**src/rtl/apb_intercon_rr_pkg.sv**
```systemverilog
// apb_intercon_rr_pkg
// Shared definitions for the round-robin APB interconnect:
//   - FSM state encodings (IDLE / SETUP / ACCESS / DONE)
//   - read data returned to a master when an access times out
//   - default slave-index field position and the main-bus slave map
//   - clog2_min1: index width helper that never returns 0
package apb_intercon_rr_pkg;

   typedef logic [1:0] ic_state_t;

   localparam ic_state_t ST_IDLE   = 2'd0;
   localparam ic_state_t ST_SETUP  = 2'd1;
   localparam ic_state_t ST_ACCESS = 2'd2;
   localparam ic_state_t ST_DONE   = 2'd3;

   // Data returned on an access-phase timeout, sliced to DATA_WIDTH by the user
   localparam logic [63:0] IC_TIMEOUT_RDATA = {64{1'b1}};

   // Default slave-index field within PADDR and the main-bus slave map
   localparam int IC_ADDR_MSB_DEF   = 12;
   localparam int IC_ADDR_LSB_DEF   = 12;
   localparam int IC_DMEM_IDX       = 0;
   localparam int IC_PERIPH_IDX     = 1;

   // Width needed to index n items; a single item still gets one bit
   function automatic int clog2_min1(input int n);
      return (n > 1) ? $clog2(n) : 1;
   endfunction

endpackage

```
**src/rtl/apb_intercon_rr_arbiter.sv**
```systemverilog
// apb_rr_arbiter
// Round-robin arbiter for the APB interconnect. The pointer holds the last
// granted index; the search starts just after it and wraps, so the reset
// value PORTS-1 makes port 0 the first winner.
// Ports:
//   clk, reset   clock and synchronous active-high reset
//   req          per-port request vector
//   take         the grant is consumed this cycle (pointer advances if any req)
//   grant        one-hot grant (combinational)
//   grant_idx    encoded grant index (combinational)
//   any_req      at least one request present
module apb_rr_arbiter
   import apb_intercon_rr_pkg::*;
#(
   parameter  int PORTS = 4,
   localparam int IDX_W = clog2_min1(PORTS)
) (
   input  logic             clk,
   input  logic             reset,
   input  logic [PORTS-1:0] req,
   input  logic             take,
   output logic [PORTS-1:0] grant,
   output logic [IDX_W-1:0] grant_idx,
   output logic             any_req
);

   logic [IDX_W-1:0] ptr_r;
   logic [IDX_W-1:0] idx_s;
   logic             found_s;
   int               best_s;
   int               dist_s;

   // Pick the requester with the smallest circular distance past the pointer
   always_comb begin
      idx_s   = '0;
      found_s = 1'b0;
      best_s  = PORTS;
      dist_s  = 0;
      for (int i = 0; i < PORTS; i++) begin
         dist_s = i - int'(ptr_r) - 1;
         if (dist_s < 0) begin
            dist_s = dist_s + PORTS;
         end else begin
            dist_s = dist_s;
         end
         if (req[i] && (dist_s < best_s)) begin
            best_s  = dist_s;
            idx_s   = IDX_W'(i);
            found_s = 1'b1;
         end else begin
            best_s  = best_s;
         end
      end
   end

   // Expand the winning index to a one-hot grant
   always_comb begin
      grant = '0;
      for (int i = 0; i < PORTS; i++) begin
         grant[i] = found_s && (idx_s == IDX_W'(i));
      end
   end

   assign grant_idx = idx_s;
   assign any_req   = |req;

   // Pointer remembers the last winner
   always_ff @(posedge clk) begin
      if (reset) begin
         ptr_r <= IDX_W'(PORTS - 1);
      end else if (take && any_req) begin
         ptr_r <= idx_s;
      end else begin
         ptr_r <= ptr_r;
      end
   end

endmodule

```
**src/rtl/apb_intercon_rr.sv**
```systemverilog
// apb_intercon_rr
// N-master to M-slave APB interconnect with round-robin arbitration,
// registered address decode and decode-error completion. One transfer is in
// flight at a time; the latched copies of the granted request drive M_*.
// Optional feature macro: APB_IC_TIMEOUT_EN adds an access-phase watchdog
// that completes a stuck access with all-ones read data after TIMEOUT_CYCLES.
// Ports:
//   clk, reset                      clock, synchronous active-high reset
//   S_PADDR/S_PWRITE/S_PSELx/
//   S_PENABLE/S_PWDATA              per-master APB request inputs
//   S_PRDATA                        per-master registered read data
//   S_PREADY                        per-master one-cycle completion pulse
//   M_PADDR/M_PWRITE/M_PWDATA       shared downstream request (latched)
//   M_PSELx                         one-hot slave select
//   M_PENABLE                       downstream access phase
//   M_PRDATA/M_PREADY               per-slave response inputs
module apb_intercon_rr
   import apb_intercon_rr_pkg::*;
#(
   parameter int BUS_WIDTH      = 16,
   parameter int DATA_WIDTH     = 16,
   parameter int MASTER_PORTS   = 4,
   parameter int SLAVE_PORTS    = 2,
   parameter int ADDR_MSB       = IC_ADDR_MSB_DEF,
   parameter int ADDR_LSB       = IC_ADDR_LSB_DEF,
   parameter int TIMEOUT_CYCLES = 255
) (
   input  logic                               clk,
   input  logic                               reset,
   input  logic [MASTER_PORTS*BUS_WIDTH-1:0]  S_PADDR,
   input  logic [MASTER_PORTS-1:0]            S_PWRITE,
   input  logic [MASTER_PORTS-1:0]            S_PSELx,
   input  logic [MASTER_PORTS-1:0]            S_PENABLE,
   input  logic [MASTER_PORTS*DATA_WIDTH-1:0] S_PWDATA,
   output logic [MASTER_PORTS*DATA_WIDTH-1:0] S_PRDATA,
   output logic [MASTER_PORTS-1:0]            S_PREADY,
   output logic [BUS_WIDTH-1:0]               M_PADDR,
   output logic                               M_PWRITE,
   output logic [SLAVE_PORTS-1:0]             M_PSELx,
   output logic                               M_PENABLE,
   output logic [DATA_WIDTH-1:0]              M_PWDATA,
   input  logic [SLAVE_PORTS*DATA_WIDTH-1:0]  M_PRDATA,
   input  logic [SLAVE_PORTS-1:0]             M_PREADY
);

   localparam int MIDX_W = clog2_min1(MASTER_PORTS);
   localparam int SIDX_W = clog2_min1(SLAVE_PORTS);
   localparam int DEC_W  = ADDR_MSB - ADDR_LSB + 1;

   ic_state_t                  state_r;
   ic_state_t                  state_nx_s;
   logic [MIDX_W-1:0]          gnt_idx_r;
   logic [SIDX_W-1:0]          slv_idx_r;

   logic [MASTER_PORTS-1:0]    req_s;
   logic [MASTER_PORTS-1:0]    arb_grant_s;
   logic [MIDX_W-1:0]          arb_idx_s;
   logic                       any_req_s;

   logic [BUS_WIDTH-1:0]       req_addr_s;
   logic                       req_write_s;
   logic [DATA_WIDTH-1:0]      req_wdata_s;
   logic [DEC_W-1:0]           dec_field_s;
   logic                       dec_err_s;
   logic [SLAVE_PORTS-1:0]     dec_onehot_s;

   logic [DATA_WIDTH-1:0]      slv_rdata_s;
   logic                       slv_ready_s;
   logic [MASTER_PORTS-1:0]    gnt_onehot_s;
   logic                       to_hit_s;

   logic                       load_s;
   logic [SLAVE_PORTS-1:0]     psel_nx_s;
   logic                       pen_nx_s;
   logic [MASTER_PORTS-1:0]    pready_nx_s;
   logic                       rd_upd_s;
   logic [MIDX_W-1:0]          rd_idx_s;
   logic [DATA_WIDTH-1:0]      rd_data_s;

   // Only the access phase counts as a request; setup-only cycles are ignored
   assign req_s = S_PSELx & S_PENABLE;

   apb_rr_arbiter #(
      .PORTS     (MASTER_PORTS)
   ) u_arb (
      .clk       (clk),
      .reset     (reset),
      .req       (req_s),
      .take      (state_r == ST_IDLE),
      .grant     (arb_grant_s),
      .grant_idx (arb_idx_s),
      .any_req   (any_req_s)
   );

   // Select the winning master's request fields
   always_comb begin
      req_addr_s  = '0;
      req_write_s = 1'b0;
      req_wdata_s = '0;
      for (int i = 0; i < MASTER_PORTS; i++) begin
         if (arb_idx_s == MIDX_W'(i)) begin
            req_addr_s  = S_PADDR[i*BUS_WIDTH +: BUS_WIDTH];
            req_write_s = S_PWRITE[i];
            req_wdata_s = S_PWDATA[i*DATA_WIDTH +: DATA_WIDTH];
         end else begin
            req_addr_s  = req_addr_s;
         end
      end
   end

   // Decode the slave index; an out-of-range index selects nothing
   always_comb begin
      dec_field_s  = req_addr_s[ADDR_MSB:ADDR_LSB];
      dec_err_s    = (32'(dec_field_s) >= 32'(SLAVE_PORTS));
      dec_onehot_s = '0;
      for (int s = 0; s < SLAVE_PORTS; s++) begin
         dec_onehot_s[s] = (32'(dec_field_s) == 32'(s));
      end
   end

   // Route the addressed slave's response and expand the latched grant
   always_comb begin
      slv_rdata_s  = '0;
      slv_ready_s  = 1'b0;
      gnt_onehot_s = '0;
      for (int s = 0; s < SLAVE_PORTS; s++) begin
         if (slv_idx_r == SIDX_W'(s)) begin
            slv_rdata_s = M_PRDATA[s*DATA_WIDTH +: DATA_WIDTH];
            slv_ready_s = M_PREADY[s];
         end else begin
            slv_rdata_s = slv_rdata_s;
         end
      end
      for (int m = 0; m < MASTER_PORTS; m++) begin
         gnt_onehot_s[m] = (gnt_idx_r == MIDX_W'(m));
      end
   end

`ifdef APB_IC_TIMEOUT_EN
   localparam int TO_W = (clog2_min1(TIMEOUT_CYCLES + 1) > 8) ?
                         clog2_min1(TIMEOUT_CYCLES + 1) : 8;
   logic [TO_W-1:0] to_cnt_r;

   assign to_hit_s = (to_cnt_r == TO_W'(TIMEOUT_CYCLES - 1));

   // Counts access-phase cycles; cleared whenever the FSM is elsewhere
   always_ff @(posedge clk) begin
      if (reset) begin
         to_cnt_r <= '0;
      end else if (state_r == ST_ACCESS) begin
         to_cnt_r <= to_cnt_r + TO_W'(1);
      end else begin
         to_cnt_r <= '0;
      end
   end
`else
   assign to_hit_s = 1'b0;
`endif

   // Transfer FSM next-state and registered-output next values
   always_comb begin
      state_nx_s  = state_r;
      load_s      = 1'b0;
      psel_nx_s   = M_PSELx;
      pen_nx_s    = 1'b0;
      pready_nx_s = '0;
      rd_upd_s    = 1'b0;
      rd_idx_s    = gnt_idx_r;
      rd_data_s   = '0;
      case (state_r)
         ST_IDLE: begin
            if (any_req_s) begin
               load_s   = 1'b1;
               rd_idx_s = arb_idx_s;
               if (dec_err_s) begin
                  // No slave owns this address: complete at once with zero data
                  state_nx_s  = ST_DONE;
                  psel_nx_s   = '0;
                  pready_nx_s = arb_grant_s;
                  rd_upd_s    = 1'b1;
                  rd_data_s   = '0;
               end else begin
                  state_nx_s  = ST_SETUP;
                  psel_nx_s   = dec_onehot_s;
               end
            end else begin
               psel_nx_s = '0;
            end
         end
         ST_SETUP: begin
            state_nx_s = ST_ACCESS;
            pen_nx_s   = 1'b1;
         end
         ST_ACCESS: begin
            if (slv_ready_s) begin
               state_nx_s  = ST_DONE;
               psel_nx_s   = '0;
               pready_nx_s = gnt_onehot_s;
               rd_upd_s    = !M_PWRITE;
               rd_data_s   = slv_rdata_s;
            end else if (to_hit_s) begin
               state_nx_s  = ST_DONE;
               psel_nx_s   = '0;
               pready_nx_s = gnt_onehot_s;
               rd_upd_s    = 1'b1;
               rd_data_s   = IC_TIMEOUT_RDATA[DATA_WIDTH-1:0];
            end else begin
               pen_nx_s    = 1'b1;
            end
         end
         ST_DONE: begin
            state_nx_s = ST_IDLE;
            psel_nx_s  = '0;
         end
         default: begin
            state_nx_s = ST_IDLE;
            psel_nx_s  = '0;
         end
      endcase
   end

   // FSM state, latched request copy and downstream/completion outputs
   always_ff @(posedge clk) begin
      if (reset) begin
         state_r   <= ST_IDLE;
         gnt_idx_r <= '0;
         slv_idx_r <= '0;
         M_PADDR   <= '0;
         M_PWRITE  <= 1'b0;
         M_PWDATA  <= '0;
         M_PSELx   <= '0;
         M_PENABLE <= 1'b0;
         S_PREADY  <= '0;
      end else begin
         state_r   <= state_nx_s;
         M_PSELx   <= psel_nx_s;
         M_PENABLE <= pen_nx_s;
         S_PREADY  <= pready_nx_s;
         if (load_s) begin
            gnt_idx_r <= arb_idx_s;
            slv_idx_r <= SIDX_W'(dec_field_s);
            M_PADDR   <= req_addr_s;
            M_PWRITE  <= req_write_s;
            M_PWDATA  <= req_wdata_s;
         end else begin
            gnt_idx_r <= gnt_idx_r;
         end
      end
   end

   // Per-master read data; only the completing master's slice changes
   always_ff @(posedge clk) begin
      if (reset) begin
         S_PRDATA <= '0;
      end else begin
         for (int m = 0; m < MASTER_PORTS; m++) begin
            if (rd_upd_s && (rd_idx_s == MIDX_W'(m))) begin
               S_PRDATA[m*DATA_WIDTH +: DATA_WIDTH] <= rd_data_s;
            end
         end
      end
   end

endmodule
```
**config.mk**
```make
export PLATFORM = sky130hd
export DESIGN_NAME = apb_intercon_rr
export DESIGN_NICKNAME = d
export VERILOG_FILES = /design/src/rtl/apb_intercon_rr_pkg.sv /design/src/rtl/apb_intercon_rr_arbiter.sv /design/src/rtl/apb_intercon_rr.sv
export SDC_FILE = /design/constraint.sdc
export NUM_CORES = 1
export LEC_CHECK = 0
export CORE_AREA = 3 3 107 109
export CTS_CLUSTER_SIZE = 24
export DETAILED_ROUTE_END_ITERATION = 7
export DIE_AREA = 0 0 110 112
export DONT_BUFFER_PORTS = 1
export PLACE_DENSITY = 0.72
export RECOVER_POWER = 100
export SLEW_MARGIN = 25
export SYNTH_ARGS = -nofsm -noshare
export SYNTH_HDL_FRONTEND = slang
export SYNTH_HIERARCHICAL = 1
export SYNTH_SLANG_ARGS = --single-unit
```
**constraint.sdc**
```tcl
create_clock -name clk -period 11.05 [get_ports clk]
set_input_delay 2.21 -clock clk [delete_from_list [all_inputs] [get_ports clk]]
set_output_delay 2.21 -clock clk [all_outputs]
set_load 0.03 [all_outputs]
```
Yosys cells after proc, flatten, opt, wreduce, memory -nomap -nowiden:

Index checks and enable logic that the tools add are counted.

* input bits: 176
* memory bits (writable): 0
* latch bits: 0
* bits in read-only memories: 0
* output and inout bits: 104
* bits in registers: 111
* memories kept: 0

* reductions and logical operators: 19
* multiplexer cells: 40
* multiply operators: 0
* add/sub/neg operators: 12
* bitwise logic cells: 4
* equal/unequal tests: 14
* divide/modulo/power cells: 0
* shift-type cells: 0
* order comparisons: 8

Operators with widths (number)
* $mux 32: 7
* $mux 16: 11
* $add 32x4->32 const B: 4
* $lt 32x1->1 const B: 4
* $sub 32x2->32 const B: 4
* $lt 32x32->1: 3
* $lt 32x4->1 const B: 1
* $eq 2x2->1 const B: 8
* $mux 2: 8
* $mux 1: 11
* $logic_and 1x1->1: 9
* $eq 2x1->1 const B: 4
* $logic_not 2->1: 4
* $pmux 2 s4: 1
* $pmux 2 s3: 1
* $sub 1x2->3 const A: 2
* $sub 2x2->3 const A: 2
* $and 4x4->4: 1
* $ne 2x2->1 const B: 2
* $reduce_and 2->1: 2
* $reduce_or 4->1: 1
* $not 1->1: 3
* $reduce_bool 3->1: 1
* $reduce_or 3->1: 1
* other kinds (2): 2

Logic depth before layout (Yosys ltp):

* depth after elaboration: 24
* gate-level depth with buffers: 23
* mapped depth without buffers: 21

Hierarchy:

Netlist, hierarchy kept.

By module, submodules not included
* apb_intercon_rr: sequential area each 2162.1 um^2, cells an instance 521, times used 1, area each 5221.3 um^2
* apb_rr_arbiter: sequential area each 40.0 um^2, cells an instance 64, times used 1, area each 525.5 um^2

Worst setup path before layout:

Ideal clock, no wire load.

* path type: input-to-reg
* start point: in S_PSELx[0]
* end point: reg S_PRDATA[16]
* setup time: 72 ps
* path buffers: 3
* stages on the path: 21
* setup slack: 4849 ps
* data arrival time: 6129 ps
* path through: and2_1 buf_6 inv_1 o32a_1 ha_1 o211ai_1 o211ai_4 a21o_2 nor2_1 a21o_1 ha_1 inv_1 a221oi_1 a211oi_2 nor3_2 inv_1 clkbuf_1 mux2_2 nor3_4 buf_8 mux2i_1

* longest elaborated chain between the ends: 16

RTL lines
* start, declared: RTL line apb_intercon_rr.sv:32 `input logic [MASTER_PORTS-1:0] S_PSELx,`
* $and 4x4->4 (*): RTL line apb_intercon_rr.sv:81 `assign req_s = S_PSELx & S_PENABLE;`
* $logic_and 1x1->1 (*): RTL line apb_intercon_rr_arbiter.sv:46 `if (req[i] && (dist_s < best_s)) begin`
* $mux 32 (*): RTL line apb_intercon_rr_arbiter.sv:46
* $lt 32x32->1: RTL line apb_intercon_rr_arbiter.sv:46
* $logic_and 1x1->1: RTL line apb_intercon_rr_arbiter.sv:46
* $mux 32 (*): RTL line apb_intercon_rr_arbiter.sv:46
* $lt 32x32->1: RTL line apb_intercon_rr_arbiter.sv:46
* $logic_and 1x1->1: RTL line apb_intercon_rr_arbiter.sv:46
* $mux 32: RTL line apb_intercon_rr_arbiter.sv:46
* $lt 32x32->1: RTL line apb_intercon_rr_arbiter.sv:46
* $logic_and 1x1->1: RTL line apb_intercon_rr_arbiter.sv:46
* $mux 2 (*): RTL line apb_intercon_rr_arbiter.sv:46
* named net arb_idx_s[1]: RTL line apb_intercon_rr.sv:57 `logic [MIDX_W-1:0] arb_idx_s;`
* $mux 2 (*): RTL line apb_intercon_rr.sv:172 `if (any_req_s) begin`
* $mux 2 (*): RTL line apb_intercon_rr.sv:170 `case (state_r)`
* $eq 2x1->1 (*): RTL line apb_intercon_rr.sv:257 `if (rd_upd_s && (rd_idx_s == MIDX_W'(m))) begin`
* $logic_and 1x1->1 (*): RTL line apb_intercon_rr.sv:257
* end signal, assigned by index: RTL line apb_intercon_rr.sv:258 `S_PRDATA[m*DATA_WIDTH +: DATA_WIDTH] <= rd_data_s;`
* end, declared: RTL line apb_intercon_rr.sv:35 `output logic [MASTER_PORTS*DATA_WIDTH-1:0] S_PRDATA,`

Mark *: on every way through the listed nets, which the timed path passes. The rest lies on a longest branch.
A chain may end at the register's enable or synchronous reset.

Worst setup path after layout:

* start point: in S_PSELx[0]
* end point: reg S_PRDATA[12]

* longest elaborated chain between the ends: 16

RTL lines (RTL line)
* $and 4x4->4 (*): apb_intercon_rr.sv:81
* $logic_and 1x1->1 (*): apb_intercon_rr_arbiter.sv:46
* $mux 32 (*): apb_intercon_rr_arbiter.sv:46
* $lt 32x32->1: apb_intercon_rr_arbiter.sv:46
* $logic_and 1x1->1: apb_intercon_rr_arbiter.sv:46
* $mux 32: apb_intercon_rr_arbiter.sv:46
* $lt 32x32->1: apb_intercon_rr_arbiter.sv:46
* $logic_and 1x1->1: apb_intercon_rr_arbiter.sv:46
* $mux 32: apb_intercon_rr_arbiter.sv:46
* $lt 32x32->1: apb_intercon_rr_arbiter.sv:46
* $logic_and 1x1->1: apb_intercon_rr_arbiter.sv:46
* $mux 2 (*): apb_intercon_rr_arbiter.sv:46
* named net arb_idx_s[0]: apb_intercon_rr.sv:57
* $mux 2 (*): apb_intercon_rr.sv:172
* $mux 2 (*): apb_intercon_rr.sv:170
* $logic_not 2->1 (*): apb_intercon_rr.sv:257
* $logic_and 1x1->1 (*): apb_intercon_rr.sv:257

Marked as above.

==> impl_results.md <==
* Clock Skew at 0.00762 ns
* Number of I/O port buffers at 0
* Setup Buffers After CTS at 0
* Length of the first detailed-routing pass in iterations at 4
* Total count of max-transition violations in the final report at 35
* Detail Placement HPWL at 11.1 mm
* Worst Setup Start Kind: input pin
* TritonCTS clock tree: yes
* Launching element of the worst setup path: S_PSELx[0]
* First-pass GRT wire length at 22.4 mm
* Number of buffers on the longest clock path at 2
* DR WL/cell at roughly 21 um
* Violations in the final reports: capacitance limit, slew limit
* Number of warnings printed during yosys synthesis at 6
* Total vias in the final route at between 4000 and 5000
* Pin count of the biggest net entering global routing at 108
* Final routed wirelength across all metal layers at 14.9 mm
* GR Util met3 at 7.25%
* Hold buffer count at CTS at 0
* Slew at the pin with the worst max-slew slack at 1.71 ns
* Total power consumption of the routed design at roughly 0.0015 W
* Status: finished with violations
* Core Area at 0.0107 mm^2
* Layout cells sized above 1 at 11.0%
* CTS clock-pin slew for the worst setup and hold paths at 0.10 ns
* Unrepaired setup endpoints after global routing: false
* Launch point of the worst hold path: u_arb/ptr_r[1]
* Critical path's largest stage delay at between 0.9 and 1 ns
* Commonest non-fill, non-tap cells in the layout: sky130_fd_sc_hd__dfxtp_1, sky130_fd_sc_hd__nand2_1, sky130_fd_sc_hd__mux2i_1
* Number of design rule violations left after detail routing at 0
* Class of the tightest hold or removal check: flop to flop
* Fraction of met2 tracks used by global routing at 39.4%
* Maximum fanout along the worst path at 34
* Synthesized area at 0.00572 mm^2
* H-Tree Depth at 3
* Crit-path cells: and2_0 > mux2i_1 > o32a_1 > ha_1 > and4bb_1 > o211ai_1 > a21o_2 > nor2_1 > a21o_1 > ha_1 > inv_1 > a221oi_1 > a211oi_1 > a2111oi_0 > nor2_4 > buf_4 > mux2i_1 > nand3_1 > mux2i_1
* LEAKAGE at 2.24 nW
* Library cell used as clock root buffer: sky130_fd_sc_hd__clkbuf_8
* Post-layout min period at 7.95 ns
* P&R area growth vs syn at 2.89%
* Setup crit end kind: flop
* Initial antenna violation count at 1
* Total CTS buffers at 9
* All-Layer GR Usage at 23.5%
* Post-synthesis cell count at 581
* CP max stage cell: sky130_fd_sc_hd__nand3_1
* Antenna viol nets, final at 0
* Met1 global-route usage at 28.8%
* Count of standard-cell rows at 38
* Vias in the first global route at 4172
* Die Width at 110 um
* Via density at 5.91
* Die ar. at 0.0123 mm^2
* Hold Slack at 0.514 ns
* Die height at about 110 um
* Count of pins on the block boundary at 280
* Crit path kind: input pin to flop
* Reported max-cap violation count at 1
* Clock latency of the later-clocked register in the worst-skew pair at 0.37 ns
* Filler cell count at between 900 and 1000
* Setup_tns at 0 ns
* Commonest non-fill, non-tap cell in the layout: sky130_fd_sc_hd__dfxtp_1
* Post-layout net count at 746
* Congestion Overflow GR at 0
* Cell occurring most often along the worst timing path: sky130_fd_sc_hd__mux2i_1
* Starting Density at 53.5%
* Worst IR Drop VDD at 0.187 mV
* Placed Cells incl. Taps at 685
* Maximum frequency from static timing analysis at 126 MHz
* Number of clock sinks at 110
* Global placer's final weighted congestion at 0.855
* CP arrival at 8.22 ns
* Worst r2r src: u_arb/ptr_r[0]
* Post-Layout Cell Count at 703
* Initial drt markers at 333
* Busiest metal layer after global routing: met2
* Max_slew headroom at -14.1%
* Power per Cell Area at 262 mW/mm^2
* Number of resized instances in the post-cts repair step at 0
* Count of final hold-check violations at 0
* Final-report setup violation count at 0
* Avg Inst Size Synth at about 9.8 um^2
* Worst endpoint required time at 11.33 ns
* Share of the clock period used by the worst path at 71.9%
path summary, 6_finish.rpt:
check | endpoint | slack [ns] | depth (start not counted)
setup / recovery | S_PRDATA[12] | 3.10 | 19
hold / removal | u_arb/ptr_r[1] | 0.51 | 2
setup reg to reg | S_PRDATA[12] | 4.22 | 22
hold reg to reg | u_arb/ptr_r[1] | 0.51 | 2
sequential cells by signal, summed over array words and instances, names as in the netlist:
name,flops
S_PRDATA,64
state_r,2
M_PSELx,2
M_PWDATA,16
u_arb/ptr_r,2
M_PWRITE,1
M_PENABLE,1
M_PADDR,16
S_PREADY,4
gnt_idx_r,2
worst max-delay path: cells and delay by family:
kind	cells	cell delay [ns]
and+or+nand+nor	5	1.56
buffers and inverters	2	0.39
muxes	3	1.19
AOI/OAI and AO/OA	7	2.38
adders and majority gates	2	0.46
area by class of cell:
| cell class | count | area (um^2) | share of cell area, % |
|---|---|---|---|
| flip-flops and latches | 110 | 2200 | 37.4 |
| clock inverters | 4 | 52.6 | 0.893 |
| well taps | 140 | 175 | 2.98 |
| inverters | 13 | 48.8 | 0.829 |
| diodes | 1 | 2.50 | 0.0425 |
| multi-input cells | 417 | 3210 | 54.5 |
| repair buffers | 6 | 33.8 | 0.574 |
| clock buffers | 12 | 165 | 2.81 |
through the flow:
stage                     instance area, um^2  setup slack [ns]  utilization, %
final                                    5890              3.10            55.0
after global routing                     5890              2.55            55.0
after CTS                                5950              4.26            55.7
after detailed placement                 5740              3.87            53.6
after global placement                   5730              4.13            53.6
after floorplan                          5730              4.90               -
metal layers:
layer  routed length, um  up-vias
li1                    -     1955
met1                5720     1967
met2                7470      209
met3                1470       21
met4                 233        0
met5                   0        -
report_power, final:
part	internal [W]	switching [W]	leakage [nW]
clock network	0.000124	0.000136	0.113
logic	0.000304	0.000362	1.23
registers	0.000459	0.000156	0.893
(Power assumes the default switching activity.)
